--- config.mk ---
export PLATFORM = sky130hd
export DESIGN_NAME = pc_unit_flat
export DESIGN_NICKNAME = d
export VERILOG_FILES = /design/src/rtl/pc_unit_if.sv /design/src/rtl/pc_unit.sv /design/src/flat_wrapper.sv
export SDC_FILE = /design/constraint.sdc
export NUM_CORES = 1
export LEC_CHECK = 0
export CAP_MARGIN = 20
export CELL_PAD_IN_SITES_DETAIL_PLACEMENT = 0
export CELL_PAD_IN_SITES_GLOBAL_PLACEMENT = 1
export CORE_MARGIN = 2
export CORE_UTILIZATION = 34
export CTS_BUF_LIST = sky130_fd_sc_hd__clkbuf_16
export CTS_CLUSTER_SIZE = 8
export DETAILED_ROUTE_END_ITERATION = 12
export PLACE_DENSITY = 0.94
export SLEW_MARGIN = 20
export SYNTH_ARGS = -nofsm -noshare
export SYNTH_HDL_FRONTEND = slang
export SYNTH_SLANG_ARGS = --single-unit
export TNS_END_PERCENT = 20
--- constraint.sdc ---
create_clock -name clk -period 3.84 [get_ports clk]
set_clock_uncertainty 0.05 [all_clocks]
set_input_delay 0.576 -clock clk [delete_from_list [all_inputs] [get_ports clk]]
set_output_delay 0.576 -clock clk [all_outputs]
set_load 0.005 [all_outputs]
--- src/rtl/pc_unit_if.sv ---
// Bus between the fetch-stage control logic and the program-counter unit.
// The master drives the control requests; the slave (pc_unit) returns the
// fetch address, its successor, the saved exception PC and status.
interface pc_unit_if #(
    parameter int WIDTH = 32
);
    logic             en;
    logic             branch_taken;
    logic [WIDTH-1:0] branch_target;
    logic             jump;
    logic [WIDTH-1:0] jump_target;
    logic             exception;
    logic             eret;
    logic             halt;
    logic             resume;
    logic [WIDTH-1:0] pc;
    logic [WIDTH-1:0] pc_plus_inc;
    logic [WIDTH-1:0] epc;
    logic             pc_valid;
    logic [1:0]       state;

    modport master (
        output en, branch_taken, branch_target, jump, jump_target,
               exception, eret, halt, resume,
        input  pc, pc_plus_inc, epc, pc_valid, state
    );

    modport slave (
        input  en, branch_taken, branch_target, jump, jump_target,
               exception, eret, halt, resume,
        output pc, pc_plus_inc, epc, pc_valid, state
    );
endinterface

--- src/rtl/pc_unit.sv ---
// Program-counter unit for the MIPS fetch stage: prioritised next-PC
// selection, stall, exception entry/return with EPC, and a BOOT/RUN/HALTED
// state machine that gates pc_valid.
module pc_unit #(
    parameter int               WIDTH        = 32,
    parameter logic [WIDTH-1:0] RESET_VECTOR = 32'h0000_0000,
    parameter logic [WIDTH-1:0] EXC_VECTOR   = 32'h0000_0080,
    parameter int               INC          = 4,
    parameter int               ALIGN_BITS   = 2,
    parameter int               BOOT_CYCLES  = 2
) (
    input logic      clk,
    input logic      reset,
    pc_unit_if.slave bus
);

    typedef enum logic [1:0] {
        ST_BOOT   = 2'b00,
        ST_RUN    = 2'b01,
        ST_HALTED = 2'b10
    } state_e;

    localparam int               CNT_W      = (BOOT_CYCLES > 1) ? $clog2(BOOT_CYCLES) : 1;
    localparam int               BOOT_LAST  = (BOOT_CYCLES > 0) ? BOOT_CYCLES - 1 : 0;
    localparam logic [WIDTH-1:0] ALIGN_MASK = ~((WIDTH'(1) << ALIGN_BITS) - WIDTH'(1));
    // With no boot delay the unit leaves reset straight into RUN.
    localparam state_e           RST_STATE  = (BOOT_CYCLES == 0) ? ST_RUN : ST_BOOT;

    logic [WIDTH-1:0] pc_q, pc_d;
    logic [WIDTH-1:0] epc_q, epc_d;
    logic [CNT_W-1:0] cnt_q, cnt_d;
    state_e           state_q, state_d;
    logic             valid_q, valid_d;

    // Next-state selection: state machine plus prioritised next-PC mux.
    always_comb begin
        // NOTE: every output of this block gets a default first, so no path
        // leaves a variable unassigned and no latch is inferred.
        pc_d    = pc_q;
        epc_d   = epc_q;
        cnt_d   = cnt_q;
        state_d = state_q;

        unique case (state_q)
            ST_BOOT: begin
                // Control inputs are ignored; pc stays on the reset vector.
                cnt_d = cnt_q + CNT_W'(1);
                if (cnt_q == CNT_W'(BOOT_LAST)) begin
                    state_d = ST_RUN;
                end
            end
            ST_RUN: begin
                if (bus.exception) begin
                    // Trap entry ignores the stall; epc captures the faulting pc.
                    pc_d  = EXC_VECTOR;
                    epc_d = pc_q;
                end else if (bus.en) begin
                    if (bus.eret) begin
                        pc_d = epc_q;
                    end else if (bus.jump) begin
                        pc_d = bus.jump_target & ALIGN_MASK;
                    end else if (bus.branch_taken) begin
                        pc_d = bus.branch_target & ALIGN_MASK;
                    end else begin
                        pc_d = pc_q + WIDTH'(INC);
                    end
                    // The pc update of the halting cycle still takes effect.
                    if (bus.halt) begin
                        state_d = ST_HALTED;
                    end
                end
            end
            ST_HALTED: begin
                if (bus.exception) begin
                    pc_d    = EXC_VECTOR;
                    epc_d   = pc_q;
                    state_d = ST_RUN;
                end else if (bus.resume) begin
                    state_d = ST_RUN;
                end
            end
            default: begin
                state_d = ST_BOOT;
            end
        endcase

        valid_d = (state_d == ST_RUN);
    end

    // State register; synchronous reset dominates every other input.
    always_ff @(posedge clk) begin
        // NOTE: sequential state uses non-blocking assignments so every
        // register samples the pre-edge values of its neighbours.
        if (reset) begin
            pc_q    <= RESET_VECTOR;
            epc_q   <= '0;
            cnt_q   <= '0;
            state_q <= RST_STATE;
            valid_q <= (BOOT_CYCLES == 0);
        end else begin
            pc_q    <= pc_d;
            epc_q   <= epc_d;
            cnt_q   <= cnt_d;
            state_q <= state_d;
            valid_q <= valid_d;
        end
    end

    assign bus.pc          = pc_q;
    assign bus.pc_plus_inc = pc_q + WIDTH'(INC);
    assign bus.epc         = epc_q;
    assign bus.pc_valid    = valid_q;
    assign bus.state       = state_q;

endmodule

--- src/flat_wrapper.sv ---
// flat-port wrapper written by rule: the top's interface ports become plain ports
module pc_unit_flat 
#(
    parameter int               WIDTH        = 32,
    parameter logic [WIDTH-1:0] RESET_VECTOR = 32'h0000_0000,
    parameter logic [WIDTH-1:0] EXC_VECTOR   = 32'h0000_0080,
    parameter int               INC          = 4,
    parameter int               ALIGN_BITS   = 2,
    parameter int               BOOT_CYCLES  = 2
)
  (clk, reset, bus_en, bus_branch_taken, bus_branch_target, bus_jump, bus_jump_target, bus_exception, bus_eret, bus_halt, bus_resume, bus_pc, bus_pc_plus_inc, bus_epc, bus_pc_valid, bus_state);
  pc_unit_if #(.WIDTH(WIDTH)) bus_i ();
  input logic clk;
  input logic reset;
  input wire logic [$bits(bus_i.en)-1:0] bus_en;
  input wire logic [$bits(bus_i.branch_taken)-1:0] bus_branch_taken;
  input wire logic [$bits(bus_i.branch_target)-1:0] bus_branch_target;
  input wire logic [$bits(bus_i.jump)-1:0] bus_jump;
  input wire logic [$bits(bus_i.jump_target)-1:0] bus_jump_target;
  input wire logic [$bits(bus_i.exception)-1:0] bus_exception;
  input wire logic [$bits(bus_i.eret)-1:0] bus_eret;
  input wire logic [$bits(bus_i.halt)-1:0] bus_halt;
  input wire logic [$bits(bus_i.resume)-1:0] bus_resume;
  output wire logic [$bits(bus_i.pc)-1:0] bus_pc;
  output wire logic [$bits(bus_i.pc_plus_inc)-1:0] bus_pc_plus_inc;
  output wire logic [$bits(bus_i.epc)-1:0] bus_epc;
  output wire logic [$bits(bus_i.pc_valid)-1:0] bus_pc_valid;
  output wire logic [$bits(bus_i.state)-1:0] bus_state;
  assign bus_i.en = bus_en;
  assign bus_i.branch_taken = bus_branch_taken;
  assign bus_i.branch_target = bus_branch_target;
  assign bus_i.jump = bus_jump;
  assign bus_i.jump_target = bus_jump_target;
  assign bus_i.exception = bus_exception;
  assign bus_i.eret = bus_eret;
  assign bus_i.halt = bus_halt;
  assign bus_i.resume = bus_resume;
  assign bus_pc = bus_i.pc;
  assign bus_pc_plus_inc = bus_i.pc_plus_inc;
  assign bus_epc = bus_i.epc;
  assign bus_pc_valid = bus_i.pc_valid;
  assign bus_state = bus_i.state;
  pc_unit #(.WIDTH(WIDTH), .RESET_VECTOR(RESET_VECTOR), .EXC_VECTOR(EXC_VECTOR), .INC(INC), .ALIGN_BITS(ALIGN_BITS), .BOOT_CYCLES(BOOT_CYCLES)) u_core (.clk(clk), .reset(reset), .bus(bus_i));
endmodule
# After elaboration in Yosys (flattened, before gate mapping)
# Cells that the tools add are included.
[op_classes] n_addsub=2 n_eq_ne=5 muxes=14 reduce_logical=5
[op_table] operator="$mux 32" count=6
[op_table] operator="$pmux 32 s2" count=1
[op_table] operator="$add 32x3->32 const B" count=1
[op_table] operator="$mux 2" count=6
[op_table] operator="$pmux 2 s3" count=1
[op_table] operator="$eq 2x1->1 const B" count=2
[op_table] operator="$ne 3x3->1 const B" count=1
[op_table] operator="$reduce_and 3->1" count=1
[op_table] operator="$eq 2x2->1 const B" count=1
[op_table] operator="$logic_not 2->1" count=1
[op_table] operator="$ne 2x2->1 const B" count=1
[op_table] operator="$reduce_and 2->1" count=1
[op_table] operator="$reduce_bool 2->1" count=1
[op_table] operator="$reduce_or 2->1" count=1
[op_table] operator="$add 1x1->1 const B" count=1
[totals] regBits=68 in_bits=73

# Depth between registers and ports, before layout
# Gate-level depths: netlist of the first run.
[logic_depth] ltp_word=7 mapped_depth=10 ltp_nobuf=7

# Least setup slack after synthesis of the first run
# No wires, ideal clock.
[synth_timing] kind="reg2out" from="reg u_core.pc_q[18], in the netlist u_core.bus.pc[18]" to="out bus_pc_plus_inc[31]" t_arrival_ps=1506 required_time_ps=3214 path_slack_ps=1708 stages_incl_launch_ff=7 n_path_buf=1 cell_sequence="dfxtp_1 > buf_2 > nand4_2 > nor3_4 > nand4_1 > nor2_1 > xnor2_1"
[synth_between] elab_chain_len=1
[synth_lines] element="start: declaration" line="pc_unit.sv:29" rtl="logic [WIDTH-1:0] pc_q, pc_d;"
[synth_lines] element="start signal: assignment" line="pc_unit.sv:101" rtl="pc_q <= pc_d;"
[synth_lines] element="$add 32x3->32" line="pc_unit.sv:110" rtl="assign bus.pc_plus_inc = pc_q + WIDTH'(INC);"
[synth_lines] element="end: declaration" line="flat_wrapper.sv:25" rtl="output wire logic [$bits(bus_i.pc_plus_inc)-1:0] bus_pc_plus_inc;"
# No other way between the ends.

# Worst setup path in the final report of the first run
# Same ends and word-level chain as after synthesis.

==> results of run 1 <==
==> power groups by stage <==
stage          logic [mW]  registers (mW)  clock network [mW]
2_1_floorplan       0.322           0.784                   0
3_3_place_gp        0.584           0.802                   0
3_5_place_dp        0.597           0.804                   0
4_1_cts             0.600           0.789                1.04
5_1_grt             0.647           0.797                1.07
6_report            0.603           0.791                1.03
==> Yosys cell counts (all sizes together) (3+ instances only) <==
cell     n
mux2i    4
nand2   94
o22ai    7
a32oi    8
dfxtp   68
and3     4
nand4   15
a21o     3
buf     27
a41o     4
clkbuf  26
o211ai   4
ha       5
xnor2   22
and4     5
and2     3
a22oi   10
o31ai    5
nand2b  10
a21oi   46
or2      4
nand3   17
nor2    34
xor2     7
a211oi   5
a221o    5
o211a    3
a211o    3
nor4     5
o31a     3
a221oi  16
inv     17
o21ai   32
nor3     9
mux2     3
a31oi    4
a22o     3
==> registers in the layout, indices dropped and copies added, names as in the netlist <==
| name | count |
|---|---|
| u_core.bus.pc_valid | 1 |
| u_core.bus.epc | 32 |
| u_core.cnt_q | 1 |
| u_core.bus.state | 2 |
| u_core.bus.pc | 32 |
==> final timing paths <==
path,slack [ps],cells past startpoint,to
hold / removal,420,2,u_core.bus.epc[15]
setup / recovery,440,6,bus_pc_plus_inc[31]
setup reg to reg,1190,8,u_core.bus.pc[19]
hold reg to reg,420,2,u_core.bus.epc[15]
==> worst min-delay path: stages, from the launching register on <==
cell	delay (ps)
dfxtp_1	320
nand2_1	60
a21oi_1	50
==> metal layers <==
metal | vias up | track usage
li1 | 2353 | -
met1 | 2420 | 0.2887
met2 | 238 | 0.4094
met3 | 23 | 0.06226
met4 | 0 | 0.08660
met5 | - | 0
==> kinds of logic after synthesis <==
kind of cell / Yosys count / share of synthesized area
adders and majority gates: 5 / 0.01430
muxes: 7 / 0.01688
xor gates and xnor gates: 29 / 0.05807
AOI/OAI and AO/OA: 178 / 0.2832
DFF: 68 / 0.3112
and+or+nand+nor: 209 / 0.2477
buffers and inverters: 70 / 0.06865
==> per-stage QoR <==
step           hold slack [ps]    util  setup slack (ps)  power, mW  cell area (sq um)
6_report                 424.4  0.5177             436.5      2.424               6506
5_1_grt                  432.6  0.5177             281.3      2.511               6506
4_1_cts                  421.7  0.5177             444.6      2.426               6506
3_5_place_dp             413.8  0.4887             694.6      1.401               6142
3_3_place_gp             405.6  0.4887             805.1      1.386               6142
2_1_floorplan            410.6       -              1708      1.106               4374
==> layout make-up <==
cell class / count / area share
tap: 172 / 0.03308
multi-input combinational: 428 / 0.4169
timing repair buffer: 184 / 0.2750
clock buffer: 9 / 0.03462
clock inverter: 7 / 0.02135
inverter: 17 / 0.009808
sequential: 68 / 0.2092
==> reports/metrics.yaml, run 1 <==
floorplanning:
  io_pins: 172
  core_area_sq_um: 12570
  dieArea_sq_um: 13790
  num_rows: 41
  die_h_um: 117.4
  die_w_um: 117.4
  start_util: 0.3480
grt:
  track_usage: 0.2391
  antenna_found_initial: 0
  overflow: 0
  grt_max_degree: 32
  grt_pass1_vias: 4985
  grt_pass1_wl_um: 26650
worst_setup_path:
  path_class: "reg2out"
  cp-start-kind: "flop"
  cp.arrival_ps: 2780
  cp-end-kind: "output port"
  cp.required_ps: 3210
  crit_buf_inv: 1
  crit_chain: "nand4_2 > nor3_4 > nand4_1 > nor2_1 > xnor2_1 > clkdlybuf4s50_1"
  cpMaxStageDelayCell: "dfxtp_1"
  rr_startpoint: "u_core.bus.state[0]"
  cp_max_fo: 11
  max_stage_delay_ps: 630
  crit_start: "u_core.bus.pc[18]"
  crit_family: "simple AND/OR/NAND/NOR gates"
route:
  wl_per_cell_um: 19.22
  num_vias: 5034
  routed_via_density: 5.688
  dr.pass1.iters: 5
  route.met3.wl_um: 1376
  drt_first_iter_violations: 433
  wl_um: 17010
  drc: 0
  topRoutingLayerUsed: "met4"
  routed-wl-met2_um: 8344
  postRouteAntennaNets: 0
  wirelength_met1_um: 6975
hold_path:
  hold_path_class: "reg2reg"
  hold_start: "u_core.bus.epc[15]"
sta:
  slew-limit-headroom: 0.5006
  tns_ps: 0
  fmax_mhz: 293.8
  min_period_over_period: 0.8863
  worst_pin_slew_ps: 747.3
  rsz0062_at_grt: "no"
  finalCriticalPeriod_ps: 3403
  slew_violations: 0
  hold_viol_final: 0
  setup_viol: 0
power_and_ir_drop:
  power_switching_share: 0.2967
  internal_power_mw: 1.705
  peakVddDrop_v: 0.0002649
  p_comb_frac: 0.249
  leakage_nw: 2.308
  clockPowerShare: 0.425
  pwr-share-seq: 0.326
  pwr_density_cell_nw_per_um2: 372.5
  switching_power_mw: 0.7192
yosys:
  syn_inst: 566
  avgSynthCellArea_sq_um: 7.728
  synth_top_cell_by_area: "dfxtp_1"
  synth_nets: 644
  async_flop_share: 0
  synthDistinctLibCells: 69
  synth_area_leaders: "dfxtp_1 (31%), nand2_1 (8.1%), a21oi_1 (5.3%)"
  synth_top_area_frac: 0.3112
  synth_area_sq_um: 4374
  ys_seq_area_frac: 0.3112
  synth_edf_count: 0
  yosys_most_used_dff: "dfxtp_1"
  ys_ff_latch: 68
  yosys_warnings: 0
placed_design:
  io_buffer_count: 167
  dp_hpwl_um: 12170
  routabilityCongestion: 0.8685
  dp_cells: 869
cts:
  path_clk_slew_ps: 60
  ctsResizeCount: 0
  numCtsBuffers: 9
  numClockSinks: 68
  cts_tree: "built"
  cts_buffer_depth: 2
  cts_hold_buf: 0
  h-tree-depth: 3
  post_cts_buffers: 0
  clk_latency_ps: 340
  clockRootBuffer: "clkbuf_16"
finish:
  seq_area_sq_um: 1361
  multi_input_area_sq_um: 2713
  n_fill_cell: 1193
  syn2layout_area_growth_pct: 48.74
  final_cells: 885
  final_nets: 786
  antenna_cells: 0
  drive_above_1_share: 0.08135
  final_cell_mix: "clkdlybuf4s50_1 (165), nand2_1 (94), dfxtp_1 (68)"
  final_common_cell: "clkdlybuf4s50_1"
flow_run:
  drv_cap: 0
status:
  status: "finished, final reports clean"
Power figures use the tool's default switching activity.
==> run 2, diff against run 1 <==
- CAP_MARGIN: 20 -> default
==> results of run 2 <==
Same layout as run 1: the final DEF is identical, and so are final timing and power.
